**config.mk**
```make
export PLATFORM = sky130hd
export DESIGN_NAME = seq_detector_param
export DESIGN_NICKNAME = d
export VERILOG_FILES = /design/src/rtl/seq_det_pkg.sv /design/src/rtl/seq_match_core.sv /design/src/rtl/seq_detector_param.sv
export SDC_FILE = /design/constraint.sdc
export NUM_CORES = 1
export LEC_CHECK = 0
export CORE_UTILIZATION = 55
export CTS_CLUSTER_SIZE = 24
export DETAILED_ROUTE_END_ITERATION = 12
export GPL_TIMING_DRIVEN = 0
export PLACE_DENSITY = 0.74
export SYNTH_ARGS = -nofsm -noshare
export SYNTH_HDL_FRONTEND = slang
export SYNTH_SLANG_ARGS = --single-unit
```
**constraint.sdc**
```tcl
create_clock -name clk_i -period 39.2 [get_ports clk_i]
set_clock_uncertainty 0.05 [all_clocks]
set_input_delay 7.84 -clock clk_i [delete_from_list [all_inputs] [get_ports clk_i]]
set_output_delay 7.84 -clock clk_i [all_outputs]
set_load 0.05 [all_outputs]
```
**src/rtl/seq_det_pkg.sv**
```systemverilog
// Shared constants, types and pattern-compare helpers for the serial sequence detector.
// Pattern positions are counted in arrival order: position 0 is bit [len-1] of the pattern.
package seq_det_pkg;

    localparam int MAX_LEN_DEF = 8;
    localparam int MAX_LEN_CAP = 16;
    localparam int LW_DEF      = $clog2(MAX_LEN_DEF + 1);

    typedef logic [LW_DEF-1:0]      len_t;
    typedef logic [MAX_LEN_DEF-1:0] pat_t;
    typedef logic [MAX_LEN_CAP-1:0] pat_cap_t;

    function automatic logic pat_bit(pat_cap_t pat, int len, int pos);
        pat_cap_t t;
        t = pat >> (len - 1 - pos);
        return t[0];
    endfunction

    // True when the k-bit pattern segment starting at arrival position a equals
    // the k-bit segment starting at position b.
    function automatic logic prefix_suffix_eq(pat_cap_t pat, int len, int a, int b, int k);
        logic eq;
        eq = 1'b1;
        for (int i = 0; i < MAX_LEN_CAP; i++) begin
            if (i < k && pat_bit(pat, len, a + i) != pat_bit(pat, len, b + i)) begin
                eq = 1'b0;
            end
        end
        return eq;
    endfunction

endpackage

```
**src/rtl/seq_match_core.sv**
```systemverilog
// Combinational prefix-automaton step: given the matched-prefix length and the new bit,
// returns the next prefix length and whether the full pattern just completed.
module seq_match_core import seq_det_pkg::*; #(
    parameter  int MAX_LEN = MAX_LEN_DEF,
    localparam int LW      = $clog2(MAX_LEN + 1)
) (
    input  logic [MAX_LEN-1:0] pattern_i,
    input  logic [LW-1:0]      len_i,
    input  logic [LW-1:0]      ps_i,
    input  logic               in_i,
    input  logic               overlap_i,
    output logic [LW-1:0]      ns_raw_o,
    output logic               hit_o
);

    pat_cap_t pat_ext;
    int       len_v;
    int       ps_v;
    int       border_len;
    int       k_best;

    always_comb begin
        pat_ext                = '0;
        pat_ext[MAX_LEN-1:0]   = pattern_i;
        len_v                  = int'(len_i);
        ps_v                   = int'(ps_i);
        border_len             = 0;
        k_best                 = 0;

        // Longest proper border: suffix of length b equals prefix of length b.
        for (int b = 1; b < MAX_LEN; b++) begin
            if (b < len_v && prefix_suffix_eq(pat_ext, len_v, len_v - b, 0, b)) begin
                border_len = b;
            end
        end

        // Candidate is prefix(ps) followed by in; keep the longest suffix that is a prefix.
        for (int k = 1; k <= MAX_LEN; k++) begin
            if (k <= ps_v + 1 && k <= len_v &&
                pat_bit(pat_ext, len_v, k - 1) == in_i &&
                prefix_suffix_eq(pat_ext, len_v, ps_v + 1 - k, 0, k - 1)) begin
                k_best = k;
            end
        end

        hit_o = (len_v != 0) && (k_best == len_v);

        if (hit_o) begin
            ns_raw_o = overlap_i ? LW'(border_len) : '0;
        end else begin
            ns_raw_o = LW'(k_best);
        end
    end

endmodule

```
**src/rtl/seq_detector_param.sv**
```systemverilog
// Runtime-programmable Mealy sequence detector with overlap select, input qualifier
// and saturating match counter. ps/ns are exported for debug visibility.
//
//   ps        | meaning
//   0         | no pattern bits matched (also held while len == 0)
//   k (1..L-1)| last k accepted bits equal the first k pattern bits
module seq_detector_param import seq_det_pkg::*; #(
    parameter  int                 MAX_LEN     = MAX_LEN_DEF,
    parameter  int                 CNT_W       = 8,
    parameter  logic [MAX_LEN-1:0] RST_PATTERN = MAX_LEN'(8'b0000_1100),
    parameter  int                 RST_LEN     = 4,
    parameter  logic               RST_OVERLAP = 1'b1,
    localparam int                 LW          = $clog2(MAX_LEN + 1)
) (
    input  logic               clk_i,
    input  logic               reset_i,
    input  logic               cfg_load_i,
    input  logic [MAX_LEN-1:0] cfg_pattern_i,
    input  logic [LW-1:0]      cfg_len_i,
    input  logic               cfg_overlap_i,
    input  logic               in_valid_i,
    input  logic               in_i,
    output logic               q_o,
    output logic [LW-1:0]      ps_o,
    output logic [LW-1:0]      ns_o,
    output logic [CNT_W-1:0]   match_count_o
);

    localparam logic [LW-1:0] RST_LEN_C = (RST_LEN > MAX_LEN) ? LW'(MAX_LEN) : LW'(RST_LEN);

    logic [MAX_LEN-1:0] pattern_q, pattern_d;
    logic [LW-1:0]      len_q, len_d;
    logic               overlap_q, overlap_d;
    logic [LW-1:0]      ps_q, ps_d;
    logic [CNT_W-1:0]   cnt_q, cnt_d;
    logic [LW-1:0]      ns_raw;
    logic               hit;
    logic               q_int;

    seq_match_core #(
        .MAX_LEN (MAX_LEN)
    ) u_core (
        .pattern_i (pattern_q),
        .len_i     (len_q),
        .ps_i      (ps_q),
        .in_i      (in_i),
        .overlap_i (overlap_q),
        .ns_raw_o  (ns_raw),
        .hit_o     (hit)
    );

    always_comb begin
        pattern_d = pattern_q;
        len_d     = len_q;
        overlap_d = overlap_q;
        ps_d      = ps_q;
        cnt_d     = cnt_q;
        q_int     = 1'b0;

        if (cfg_load_i) begin
            pattern_d = cfg_pattern_i;
            len_d     = (cfg_len_i > LW'(MAX_LEN)) ? LW'(MAX_LEN) : cfg_len_i;
            overlap_d = cfg_overlap_i;
            ps_d      = '0;
            cnt_d     = '0;
        end else if (in_valid_i) begin
            ps_d  = ns_raw;
            q_int = hit;
            if (hit && cnt_q != {CNT_W{1'b1}}) begin
                cnt_d = cnt_q + CNT_W'(1);
            end
        end
    end

    always_ff @(posedge clk_i or posedge reset_i) begin
        if (reset_i) begin
            pattern_q <= RST_PATTERN;
            len_q     <= RST_LEN_C;
            overlap_q <= RST_OVERLAP;
            ps_q      <= '0;
            cnt_q     <= '0;
        end else begin
            pattern_q <= pattern_d;
            len_q     <= len_d;
            overlap_q <= overlap_d;
            ps_q      <= ps_d;
            cnt_q     <= cnt_d;
        end
    end

    // Reset gates the combinational outputs so nothing leaks out while it is held.
    assign q_o           = q_int & ~reset_i;
    assign ns_o          = reset_i ? '0 : ps_d;
    assign ps_o          = ps_q;
    assign match_count_o = cnt_q;

endmodule
```
---- Word level (Yosys, flattened, before mapping) ----
Cells that the tools add are included.
storage, ports and cells
  memory bits (read-only) ................. 0
  memories ................................ 0
  bits in latches ......................... 0
  word-level logic and storage cells ...... 400
  memory bits (writable) .................. 0
  output and inout port bits .............. 17
  register bits ........................... 25
cells by class
  eq/ne operators ......................... 66
  shift-type cells ........................ 64
  reductions and logical operators ........ 36
  add/sub/neg operators ................... 121
  multipliers ............................. 0
  magnitude comparators ................... 24
  mux-type cells .......................... 82
  bitwise operators ....................... 2
  divide/modulo/power cells ............... 0
operators by type and width
  operator                                                                          count
  8-bit by 32-bit right shift with 1-bit output                                     64
  32-bit subtractor                                                                 56
  32-bit by 3-bit adder with 32-bit output, second input constant                   18
  32-bit by 2-bit adder with 32-bit output, second input constant                   12
  32-bit by 4-bit adder with 32-bit output, second input constant                   12
  32-bit by 4-bit subtractor with 32-bit output, second input constant              8
  32-bit two-way mux                                                                7
  4-bit by 32-bit less-or-equal comparator with 1-bit output, first input constant  4
  32-bit by 3-bit subtractor with 32-bit output, second input constant              4
  3-bit by 32-bit less-or-equal comparator with 1-bit output, first input constant  2
  1-bit two-way mux                                                                 60
  1-bit != test                                                                     56
  4-bit two-way mux                                                                 12
  32-bit by 5-bit == test with 1-bit output                                         1
  2-bit by 32-bit less-or-equal comparator with 1-bit output, first input constant  1
  5-bit by 32-bit less-or-equal comparator with 1-bit output, first input constant  1
  1-bit logical AND                                                                 32
  32-bit by 2-bit subtractor with 32-bit output, second input constant              1
  32-bit by 5-bit subtractor with 32-bit output, second input constant              1
  8-bit two-way mux                                                                 3
  4-bit by 3-bit subtractor with 5-bit output, second input constant                4
  3-bit by 4-bit less-or-equal comparator with 1-bit output, first input constant   4
  3-bit by 4-bit < comparator with 1-bit output, first input constant               4
  4-bit by 2-bit subtractor with 5-bit output, second input constant                2
  16 further kinds                                                                  26

---- Longest topological paths before layout ----
  depth in word-level cells ............... 20
  gate-level depth with buffers ........... 31
  mapped depth without buffers ............ 27

---- Cells and area by module ----
From an unflattened synthesis, not the netlist that was laid out.
second synthesis, totals
  cells, all modules ...................... 2221
  area, all modules ....................... 17890.9 µm²
modules (own cells, without submodules)
  module              area an instance (µm²)  times used  cells an instance
  seq_match_core      16759.8                 1           2120
  seq_detector_param  1131.1                  1           101

---- Worst setup path after synthesis ----
No wires, ideal clock.
  kind .................................... reg2out
  start point ............................. reg len_q[2]
  end point ............................... out ns_o[1]
  slack ................................... 1.850 ns
  arrival time ............................ 29.460 ns
  stages on the path, launching flop included .. 28
  cells stage by stage .................... dfstp_2 clkbuf_1 inv_1 ha_1 buf_2 nand2_1 inv_2 ha_1 inv_1 ha_1 nor2_1 clkbuf_1 clkbuf_1 nand2_1 ha_1 or4_1 a2111oi_0 o211ai_1 a2111oi_2 xor2_1 nand4_1 nor4_4 inv_1 nor2_1 o221ai_4 buf_6 o32a_1 a21oi_1
between the ends
  word-level cells in the longest chain between the ends .. 19
RTL lines
  element                                                                                            line                      source
  from (decl)                                                                                        seq_detector_param.sv:32  logic [LW-1:0] len_q, len_d;
  from (signal assigned)                                                                             seq_detector_param.sv:84  len_q <= len_d;
  parallel branches: the longest is 15 deep, another holds 32-bit by 2-bit adder with 32-bit output  --
  4-bit two-way mux *                                                                                seq_match_core.sv:48      if (hit_o) begin
  4-bit two-way mux *                                                                                seq_detector_param.sv:66  end else if (in_valid_i) begin
  4-bit two-way mux *                                                                                seq_detector_param.sv:60  if (cfg_load_i) begin
  4-bit two-way mux *                                                                                seq_detector_param.sv:93  assign ns_o = reset_i ? '0 : ps_d;
  to (decl)                                                                                          seq_detector_param.sv:25  output logic [LW-1:0] ns_o,
Mark *: on every way between the ends.

---- Worst setup path after layout ----
  start point ............................. reg len_q[0]
  end point ............................... out ns_o[2]
between the ends
  word-level cells in the longest chain between the ends .. 19
RTL lines
  element                                                                                            line
  parallel branches: the longest is 15 deep, another holds 32-bit by 2-bit adder with 32-bit output  --
  4-bit two-way mux *                                                                                seq_match_core.sv:48
  4-bit two-way mux *                                                                                seq_detector_param.sv:66
  4-bit two-way mux *                                                                                seq_detector_param.sv:60
  4-bit two-way mux *                                                                                seq_detector_param.sv:93
Marked as above.

==> key figures <==
Clock network
  • H-tree levels: 1
  • Latest clock arrival within the worst-skew pair: slightly below 0.3 ns
  • CTS tree: done
  • Worst-case clock buffer depth: 2
  • Post_cts resized: 0
  • Root buffer cell: clkbuf_16
  • CTS hold repair buffers: 0
  • # Post-CTS Setup Buffers: 0
  • Clock Sink Count: 25
  • Worst-path clk slew: 0.09 ns
  • Number of CTS-inserted buffers: 3

Pwr
  • Power per standard cell area: roughly 49 nW/um^2
  • Pint: roughly 610 uW
  • Overall Power: 1.50 mW
  • Clock Power Share: 0.018
  • Switching share of power: 0.592
  • VDD IR max: around 26 uV
  • Leakage: ~12 nW
  • Combinational Power Share: 0.960
  • Sequential Power Share: 0.022
  • Switching pwr: about 900 uW

Synthesis
  • Post-synthesis net count: roughly 4000
  • EDFF count, synth: 0
  • Mux contribution to synthesized area: 0.0723
  • Sequential-to-total area share from yosys stat: 0.0218
  • Synth Area in Simple Gates: 0.173
  • #FFs+latches synth: 25
  • Top_reg_cell synth: dfrtp_1
  • Post-synthesis cell area: 28900 um^2
  • Synth area leaders: fa_1 (26%), ha_1 (14%), a21oi_1 (4.6%), xnor2_1 (4.6%), mux4_2 (3.1%)
  • Most frequent cell after synthesis: fa_1
  • Synth Area in Compound Gates: 0.203
  • Mean cell area of the mapped netlist: between 8 and 9 um^2
  • Post-synth top area cell: fa_1
  • Yosys top cell area share: 0.259
  • Largest family of logic cells by synthesized area: adder cells
  • Yosys warns: 0
  • Post-synth top cells: fa_1 (374), ha_1 (325), a21oi_1 (267)
  • Synth async-reset ratio: 1.00
  • Synth cell types: 120
  • Synth Instances: 3300
  • Xor and xnor fraction of the mapped netlist area: 0.0714
  • Adder-Cell Fraction of Synth Area: 0.401

Detailed routing
  • Final Routed Wirelength: ~86000 um
  • ANT nets after route: 0
  • Vias per cell: approximately 6.5
  • 1st-pass router iterations: 6
  • Number of DRC markers in iteration 0: approximately 2800
  • # DRC: 0
  • Via count: between 20000 and 30000
  • Routed wire length per instance: between 20 and 25 um

Setup path
  • Crit Path Category: reg -> out
  • Slowest CP cell: clkdlybuf4s50_1
  • Critical Path Sink Type: primary output
  • Startpoint class of the critical path: register
  • Crit-path max FO: 21
  • CP peak stage delay: around 0.9 ns
  • Worst EP required: roughly 31 ns
  • CP most frequent cell: inv_1
  • Worst Path Arrival: roughly 12 ns

Placement
  • Post-DP Area: 30400 um^2
  • GPL Wtd Cong: 1.01
  • Buffers on Ports: 32
  • Detailed Place HPWL: 67700 um

Timing
  • Period utilization: 0.518
  • Fin. Hold Viols: 0
  • Slew Viols, Final: 0
  • Final setup vio count: 0
  • Fmax: 49.3 MHz
  • Final hold slack: roughly 0.55 ns
  • RSZ-0062 raised after global routing: false
  • Relative slew slack: 0.0859
  • Worst Tran Pin Value: between 1 and 1.5 ns
  • Sum Neg Setup Slack: 0 ns
  • Post-layout min period: between 20 and 25 ns

Global routing
  • Largest net degree at the start of global routing: between 80 and 90
  • First-pass GRT wire length: approximately 140000 um
  • Initial antenna violation count: 4
  • Total GRT Usage: 0.322
  • Vias in the first global route: between 20000 and 30000
  • Grt ovf: 0

Cells and area
  • Finished Cell Area: ~31000 um^2
  • Final Core Density: 0.592
  • Layout fillers: roughly 4500
  • Area growth, synth to finish: 5.67%
  • Layout cells sized above 1: 0.0758
  • Layout Nets: ~4000
  • Antenna Cells: 0

Floorplanning
  • Num rows: 83
  • Area of the core: between 50000 and 60000 um^2
  • Starting Density: 0.560
  • Die width: roughly 230 um
  • IO Pins: 35
  • Die Footprint: approximately 53000 um^2
  • DIE HEIGHT: ~230 um

Worst hold path
  • Hold WC Path Type: reg -> reg

Outcome
  • Run status: completed

Job
  • Max-cap viol count: 0
==> area by class of cell <==
| type | count | area [um^2] | share of cell area |
|---|---|---|---|
| plain buffers | 158 | 756 | 0.0247 |
| clock buffers | 3 | 75.1 | 0.00246 |
| clock inverters | 1 | 8.76 | 0.000287 |
| inverters | 242 | 916 | 0.0300 |
| multi-input cells | 2875 | 26700 | 0.873 |
| flip-flops and latches | 25 | 631 | 0.0206 |
| well taps | 680 | 851 | 0.0278 |
| repair buffers | 48 | 648 | 0.0212 |
==> state kept, by name, indices dropped and copies added, names as in the netlist <==
name,cells
match_count_o,8
pattern_q,8
len_q,4
ps_o,4
overlap_q,1
==> worst max-delay path, delay by kind of cell, from the launching register on <==
kind,cells,cell delay [ns]
buffers and inverters,12,4.51
flip-flops,1,0.59
XOR/XNOR,1,0.21
AND/OR/NAND/NOR,5,1.45
AO/OA/AOI/OAI,10,2.81
adder cells (fa/ha/maj),5,2.51
==> routing by layer <==
metal,global-route usage,part of all wire
met5,0,0.00057
met4,0.133,0.050
met3,0.0461,0.082
met2,0.541,0.47
met1,0.414,0.40
==> layout by cell type (no fill, tap or decap), drive strengths merged, types with 64 or more instances in the layout <==
cell	count
nand2	186
a21oi	270
buf	85
clkbuf	92
xnor2	154
inv	242
o21ai	139
ha	325
a21o	91
mux2i	73
fa	374
xor2	77
nand3	64
nor2	216
==> cell families (layout without fill, tap and decap cells) <==
logic type                 Yosys count  count (layout)
buffers and inverters              400             452
and+or+nand+nor                    918             918
muxes                              153             153
adders and majority gates          703             703
xor gates and xnor gates           231             231
DFF                                 25              25
AOI/OAI and AO/OA                  870             870
==> through the flow <==
step,instances,setup WS (ns)
floorplan,3300,1.85
global placement,4012,-8.13
detailed placement,4028,19.39
CTS,4032,19.29
global route,4032,18.62
finish,4032,18.90
==> power by group through the flow <==
stage | Combinational (mW) | Sequential, mW | Clock [mW]
finish | 1.44 | 0.0327 | 0.0268
global route | 1.59 | 0.0328 | 0.0276
CTS | 1.42 | 0.0323 | 0.0263
detailed placement | 1.41 | 0.0328 | 0
global placement | 1.34 | 0.0327 | 0
floorplan | 1.08 | 0.0331 | 0
==> final timing paths <==
check,slack [ns],cells past startpoint,from,end
min,0.55,2,match_count_o[1]$_DFFE_PP0P_,match_count_o[1]$_DFFE_PP0P_
min in group asynchronous,8.27,2,reset_i,len_q[0]$_DFFE_PP0P_
min reg2reg,0.55,2,match_count_o[1]$_DFFE_PP0P_,match_count_o[1]$_DFFE_PP0P_
max,18.90,33,len_q[0]$_DFFE_PP0P_,ns_o[2]
max reg2reg,28.11,32,len_q[0]$_DFFE_PP0P_,match_count_o[4]$_DFFE_PP0P_
max in group asynchronous,30.07,2,reset_i,match_count_o[5]$_DFFE_PP0P_
(Power assumes the default switching activity.)
